--- src/rtl/pulse_width_meter.sv ---
// pulse_width_meter
//   Measures the high and low phase widths (in clk cycles) of an asynchronous
//   1-bit signal, typically the output of a delayed-inverter net stage.
//   Each completed phase is reported once through a valid/ready output with a
//   one-entry holding register; a measurement that cannot be accepted is
//   dropped and flagged in the sticky ovf bit.
//
// Ports:
//   clk        - clock, rising edge
//   rst        - asynchronous active-high reset
//   en         - measurement enable (0 forces the FSM back to IDLE)
//   sig_in     - asynchronous signal under measurement
//   meas_ready - consumer accepts the current measurement
//   clr_ovf    - synchronous clear of ovf
//   meas_valid - measurement available
//   meas_width - phase length in clk cycles (saturating)
//   meas_level - level of the measured phase (1 = high, 0 = low)
//   ovf        - sticky: a measurement was dropped
module pulse_width_meter #(
  parameter int WIDTH       = 32,
  parameter int SYNC_STAGES = 2
) (
  input  logic             clk,
  input  logic             rst,
  input  logic             en,
  input  logic             sig_in,
  input  logic             meas_ready,
  input  logic             clr_ovf,
  output logic             meas_valid,
  output logic [WIDTH-1:0] meas_width,
  output logic             meas_level,
  output logic             ovf
);

  typedef enum logic [1:0] {IDLE, HIGH, LOW} state_t;

  localparam logic [WIDTH-1:0] CNT_ONE = {{(WIDTH-1){1'b0}}, 1'b1};

  // Synchronizer: the only logic that samples sig_in.
  logic [SYNC_STAGES-1:0] sync;
  logic                   sig_s;

  always_ff @(posedge clk or posedge rst) begin
    if (rst) sync <= '0;
    else     sync <= {sync[SYNC_STAGES-2:0], sig_in};
  end

  assign sig_s = sync[SYNC_STAGES-1];

  // Phase FSM
  state_t           state, state_nxt;
  logic [WIDTH-1:0] cnt, cnt_nxt, cnt_inc;
  // armed/ref_lvl hold the level seen on the first enabled IDLE cycle so the
  // partial phase in progress at enable time is never reported.
  logic             armed, armed_nxt;
  logic             ref_lvl, ref_nxt;
  logic             emit, emit_level;

  assign cnt_inc = (cnt == '1) ? cnt : cnt + 1'b1;

  always_ff @(posedge clk or posedge rst) begin
    if (rst) begin
      state   <= IDLE;
      cnt     <= '0;
      armed   <= 1'b0;
      ref_lvl <= 1'b0;
    end else begin
      state   <= state_nxt;
      cnt     <= cnt_nxt;
      armed   <= armed_nxt;
      ref_lvl <= ref_nxt;
    end
  end

  always_comb begin
    state_nxt  = state;
    cnt_nxt    = cnt;
    armed_nxt  = armed;
    ref_nxt    = ref_lvl;
    emit       = 1'b0;
    emit_level = 1'b0;
    if (!en) begin
      state_nxt = IDLE;
      cnt_nxt   = '0;
      armed_nxt = 1'b0;
    end else begin
      case (state)
        IDLE: begin
          if (!armed) begin
            armed_nxt = 1'b1;
            ref_nxt   = sig_s;
          end else if (sig_s != ref_lvl) begin
            state_nxt = sig_s ? HIGH : LOW;
            cnt_nxt   = CNT_ONE;
            armed_nxt = 1'b0;
          end
        end
        HIGH: begin
          if (sig_s) begin
            cnt_nxt = cnt_inc;
          end else begin
            emit       = 1'b1;
            emit_level = 1'b1;
            state_nxt  = LOW;
            cnt_nxt    = CNT_ONE;
          end
        end
        LOW: begin
          if (!sig_s) begin
            cnt_nxt = cnt_inc;
          end else begin
            emit       = 1'b1;
            emit_level = 1'b0;
            state_nxt  = HIGH;
            cnt_nxt    = CNT_ONE;
          end
        end
        default: state_nxt = IDLE;
      endcase
    end
  end

  // Output holding register. A new emit can load whenever the slot is empty
  // or is being drained on this same edge (no bubble back-to-back).
  logic xfer, load, drop;

  assign xfer = meas_valid & meas_ready;
  assign load = emit & (~meas_valid | meas_ready);
  assign drop = emit & meas_valid & ~meas_ready;

  always_ff @(posedge clk or posedge rst) begin
    if (rst) begin
      meas_valid <= 1'b0;
      meas_width <= '0;
      meas_level <= 1'b0;
    end else if (load) begin
      meas_valid <= 1'b1;
      meas_width <= cnt;
      meas_level <= emit_level;
    end else if (xfer) begin
      meas_valid <= 1'b0;
    end
  end

  // Set wins over clear.
  always_ff @(posedge clk or posedge rst) begin
    if (rst)          ovf <= 1'b0;
    else if (drop)    ovf <= 1'b1;
    else if (clr_ovf) ovf <= 1'b0;
  end

endmodule

--- config.mk ---
export PLATFORM = sky130hd
export DESIGN_NAME = pulse_width_meter
export DESIGN_NICKNAME = d
export VERILOG_FILES = /design/src/rtl/pulse_width_meter.sv
export SDC_FILE = /design/constraint.sdc
export NUM_CORES = 1
export LEC_CHECK = 0
export BUFFER_PORTS_ARGS = -buffer_cell sky130_fd_sc_hd__buf_2
export CAP_MARGIN = 25
export CORE_MARGIN = 4
export CORE_UTILIZATION = 35
export DETAILED_ROUTE_END_ITERATION = 7
export PLACE_DENSITY = 0.52
export SYNTH_ARGS = -nofsm -noshare
export SYNTH_HDL_FRONTEND = slang
export SYNTH_SLANG_ARGS = --single-unit
--- constraint.sdc ---
create_clock -name clk -period 2.84 [get_ports clk]
set_clock_uncertainty 0.05 [all_clocks]
set_input_delay 0.142 -clock clk [delete_from_list [all_inputs] [get_ports clk]]
set_output_delay 0.142 -clock clk [all_outputs]
set_load 0.05 [all_outputs]
==> reports/metrics.cfg <==
[status]
outcome = finished clean

[global_route]
antenna_found_initial = 0
grt_pass1_wl_um = 13310
overflow = 0
grt_max_degree = 43
grt_usage_pct = 14.23
grt_pass1_vias = 2636

[placement]
gp_congestion = 0.8324
placed_area_um2 = 3920
hpwl_um = 5590
port_buffers = 40

[final_layout]
antenna-diode-count = 0
nets = 390
area_delta_synth_final_pct = 17.14
drive_above_1_share_pct = 25.45
final_cell_area_um2 = 4164

[setup_path]
cp.arrival_ns = 2.66
crit_path_end_kind = flip-flop
criticalPathCategory = flip-flop to flip-flop
worst_ep_required_time_ns = 2.98
start_kind = flip-flop
crit_fanout = 18

[logic_synthesis]
yosysSeqAreaShare_pct = 51.39
syn_inst = 332
synth_edf_count = 0
synth_top_family_by_area = simple AND/OR/NAND/NOR gates
yosys.area.top_type = dfrtp_1
syn_nets = 342
yosys-top-cells-area = dfrtp_1 (51%), mux2_2 (9.5%), nand2_1 (3.3%), a21oi_1 (2.7%), nand3_1 (2.0%)
synth_xor_area_share_pct = 2.182
synth-compound-area-share_pct = 12.67
postSynthAreaPerCell_um2 = 10.71
yosys_warnings = 0
synthesis.area_um2 = 3555
synth-simple-area-share_pct = 18.02
muxShareOfSynthArea_pct = 11.19
dominantRegCellSynth = dfrtp_1
yosys.area_share.adder_pct = 1.408
async_flop_share_pct = 100.0
synth-seq-cells = 73
synth.top_cell.area_share_pct = 51.39
synthDistinctLibCells = 47

[drt]
wire_per_inst_um = 15.20
routed_wl_um = 7872
dr_total_vias = 2686
ant_nets = 0
drcViolationCount = 0
dr.pass1.iters = 4
drtIter0Drc = 103
vias_per_cell = 5.185

[clock_network]
cts_tree = done
cts-root-buf = clkbuf_8
cts_inserted_buffers = 9
clk_latency_ns = 0.34
clk_pin_slew_ns = 0.08
htreeDepth = 3
cts_setup_buffers = 0
cts_sinks = 73
cts-root-to-sink-buffers = 2

[floorplan]
io_pins = 41
dieArea_um2 = 11830
core_um2 = 9819
rows = 36
die_y_um = 108.8
die_w_um = 108.8
start_util_pct = 36.20

[sta]
tns_ns = 0
fin_crit_sh_pct = 88.73
rsz0062_at_grt = false
setup_viol = 0
slew_violations = 0
fmax_mhz = 396.8
max_slew.worst_pin.slew_ns = 0.9115
hold_viol_final = 0
max-slew-margin-rel_pct = 39.24
min_period_ns = 2.520

[min_path]
hold_path_class = input pin to flip-flop

[power_and_ir_drop]
vdd_drop_max_v = 0.0004544
leakagePower_nw = 1.917
p_per_area_nw_per_um2 = 649.4

[job]
maxCapViolCount = 0

cell families (layout without fill, tap and decap cells):
kind of cell               after synthesis  in the layout
AOI/OAI and AO/OA                       69             69
xor gates and xnor gates                 8              8
adders and majority gates                4              4
buffers and inverters                   26             79
DFF                                     73             73
muxes                                   36             36
and+or+nand+nor                        116            116
area by class of cell:
| type | count | area, um^2 |
|---|---|---|
| clock inverter | 4 | 51.30 |
| clock buffer | 12 | 155.1 |
| timing repair buffer | 51 | 302.8 |
| multi-input combinational | 233 | 1617 |
| fill | 983 | 5655 |
| inverter | 12 | 45.04 |
| sequential | 73 | 1827 |
| tap | 133 | 166.4 |
registers in the layout, indices dropped and copies added (netlist names):
signal	flops
cnt	32
meas_width	32
armed	1
meas_valid	1
ref_lvl	1
sync	2
meas_level	1
state	2
ovf	1
critical path, stage by stage (launching register included):
cell and delay [ns]:
dfrtp_1 0.42, inv_1 0.10, ha_1 0.34, nor2b_1 0.15, a311oi_1 0.43, a211o_1 0.51, buf_4 0.21, or3_1 0.09
a21oi_1 0.06
power breakdown:
| group | internal (mW) | switching (mW) |
|---|---|---|
| clock network | 0.454 | 0.388 |
| registers | 1.11 | 0.0734 |
| logic | 0.217 | 0.460 |
stage by stage:
stage | setup WS [ns] | util [%] | std cells | hold WS (ns) | power (mW)
final | 0.3199 | 42.41 | 518 | 0.09521 | 2.704
after global routing | 0.1127 | 42.41 | 518 | 0.09619 | 2.879
after CTS | 0.3357 | 42.33 | 517 | 0.07574 | 2.741
after detailed placement | 0.3640 | 39.92 | 498 | 0.2017 | 1.878
after global placement | 0.4127 | 39.92 | 498 | 0.2013 | 1.868
after floorplan | 0.6861 | - | 332 | 0.1234 | 1.713
layout by cell type, fill, tap and decap left out, drive strengths merged, types with 2 or more instances in the layout:
master       instances
o31ai                8
o21ai               13
clkbuf              12
and4                 5
buf                 48
nor4                 6
a21oi               19
a311oi               4
o22ai                2
or4                  7
nand4               12
dfrtp               73
xnor2                7
nand2               31
nand3               14
or2                  3
and3                 5
dlygate4sd3          3
and2                 5
a2111oi              3
mux2i                6
ha                   4
or3                  3
nor2                15
nand2b               5
a211oi               5
mux2                30
o21bai               2
inv                 12
clkinv               2
a31oi                6
metal layers:
| metal | GRT usage [%] | vias to the layer above | share of wire (%) | wire length (um) |
|---|---|---|---|---|
| met3 | 4.144 | 8 | 4.1 | 325 |
| li1 | - | 1326 | - | - |
| met1 | 19.29 | 1295 | 47 | 3710 |
| met4 | 5.230 | 0 | 1.9 | 151 |
| met5 | 0 | - | 0 | 0 |
| met2 | 21.62 | 57 | 47 | 3684 |
final timing paths:
check                      startpoint              to  slack [ns]  cells after the start
setup / recovery             state[0]         cnt[16]        0.32                      8
hold / removal                     en           armed         0.1                      3
setup reg to reg             state[0]         cnt[16]        0.32                      8
hold reg to reg               sync[0]         sync[1]        0.31                      0
max in group asynchronous         rst          cnt[9]        1.65                      4
min in group asynchronous         rst  meas_width[25]        0.42                      3
Yosys cell counts (all sizes together) (2+ instances only):
cell type	n
and2	5
mux2	30
a2111oi	3
o31ai	8
and4	5
and3	5
nand2b	5
nand3	14
ha	4
o21bai	2
o21ai	13
or2	3
dfrtp	73
a311oi	4
mux2i	6
a211oi	5
buf	6
or4	7
nand4	12
a31oi	6
clkbuf	8
o22ai	2
or3	3
nor4	6
nand2	31
nor2	15
xnor2	7
inv	12
a21oi	19
what timing repair did:
action                                 in CTS  in global routing
hold buffers                                3                  0
gates resized for setup                     0                  0
endpoints found under the hold margin      33                  0
Power figures use the tool's default switching activity.
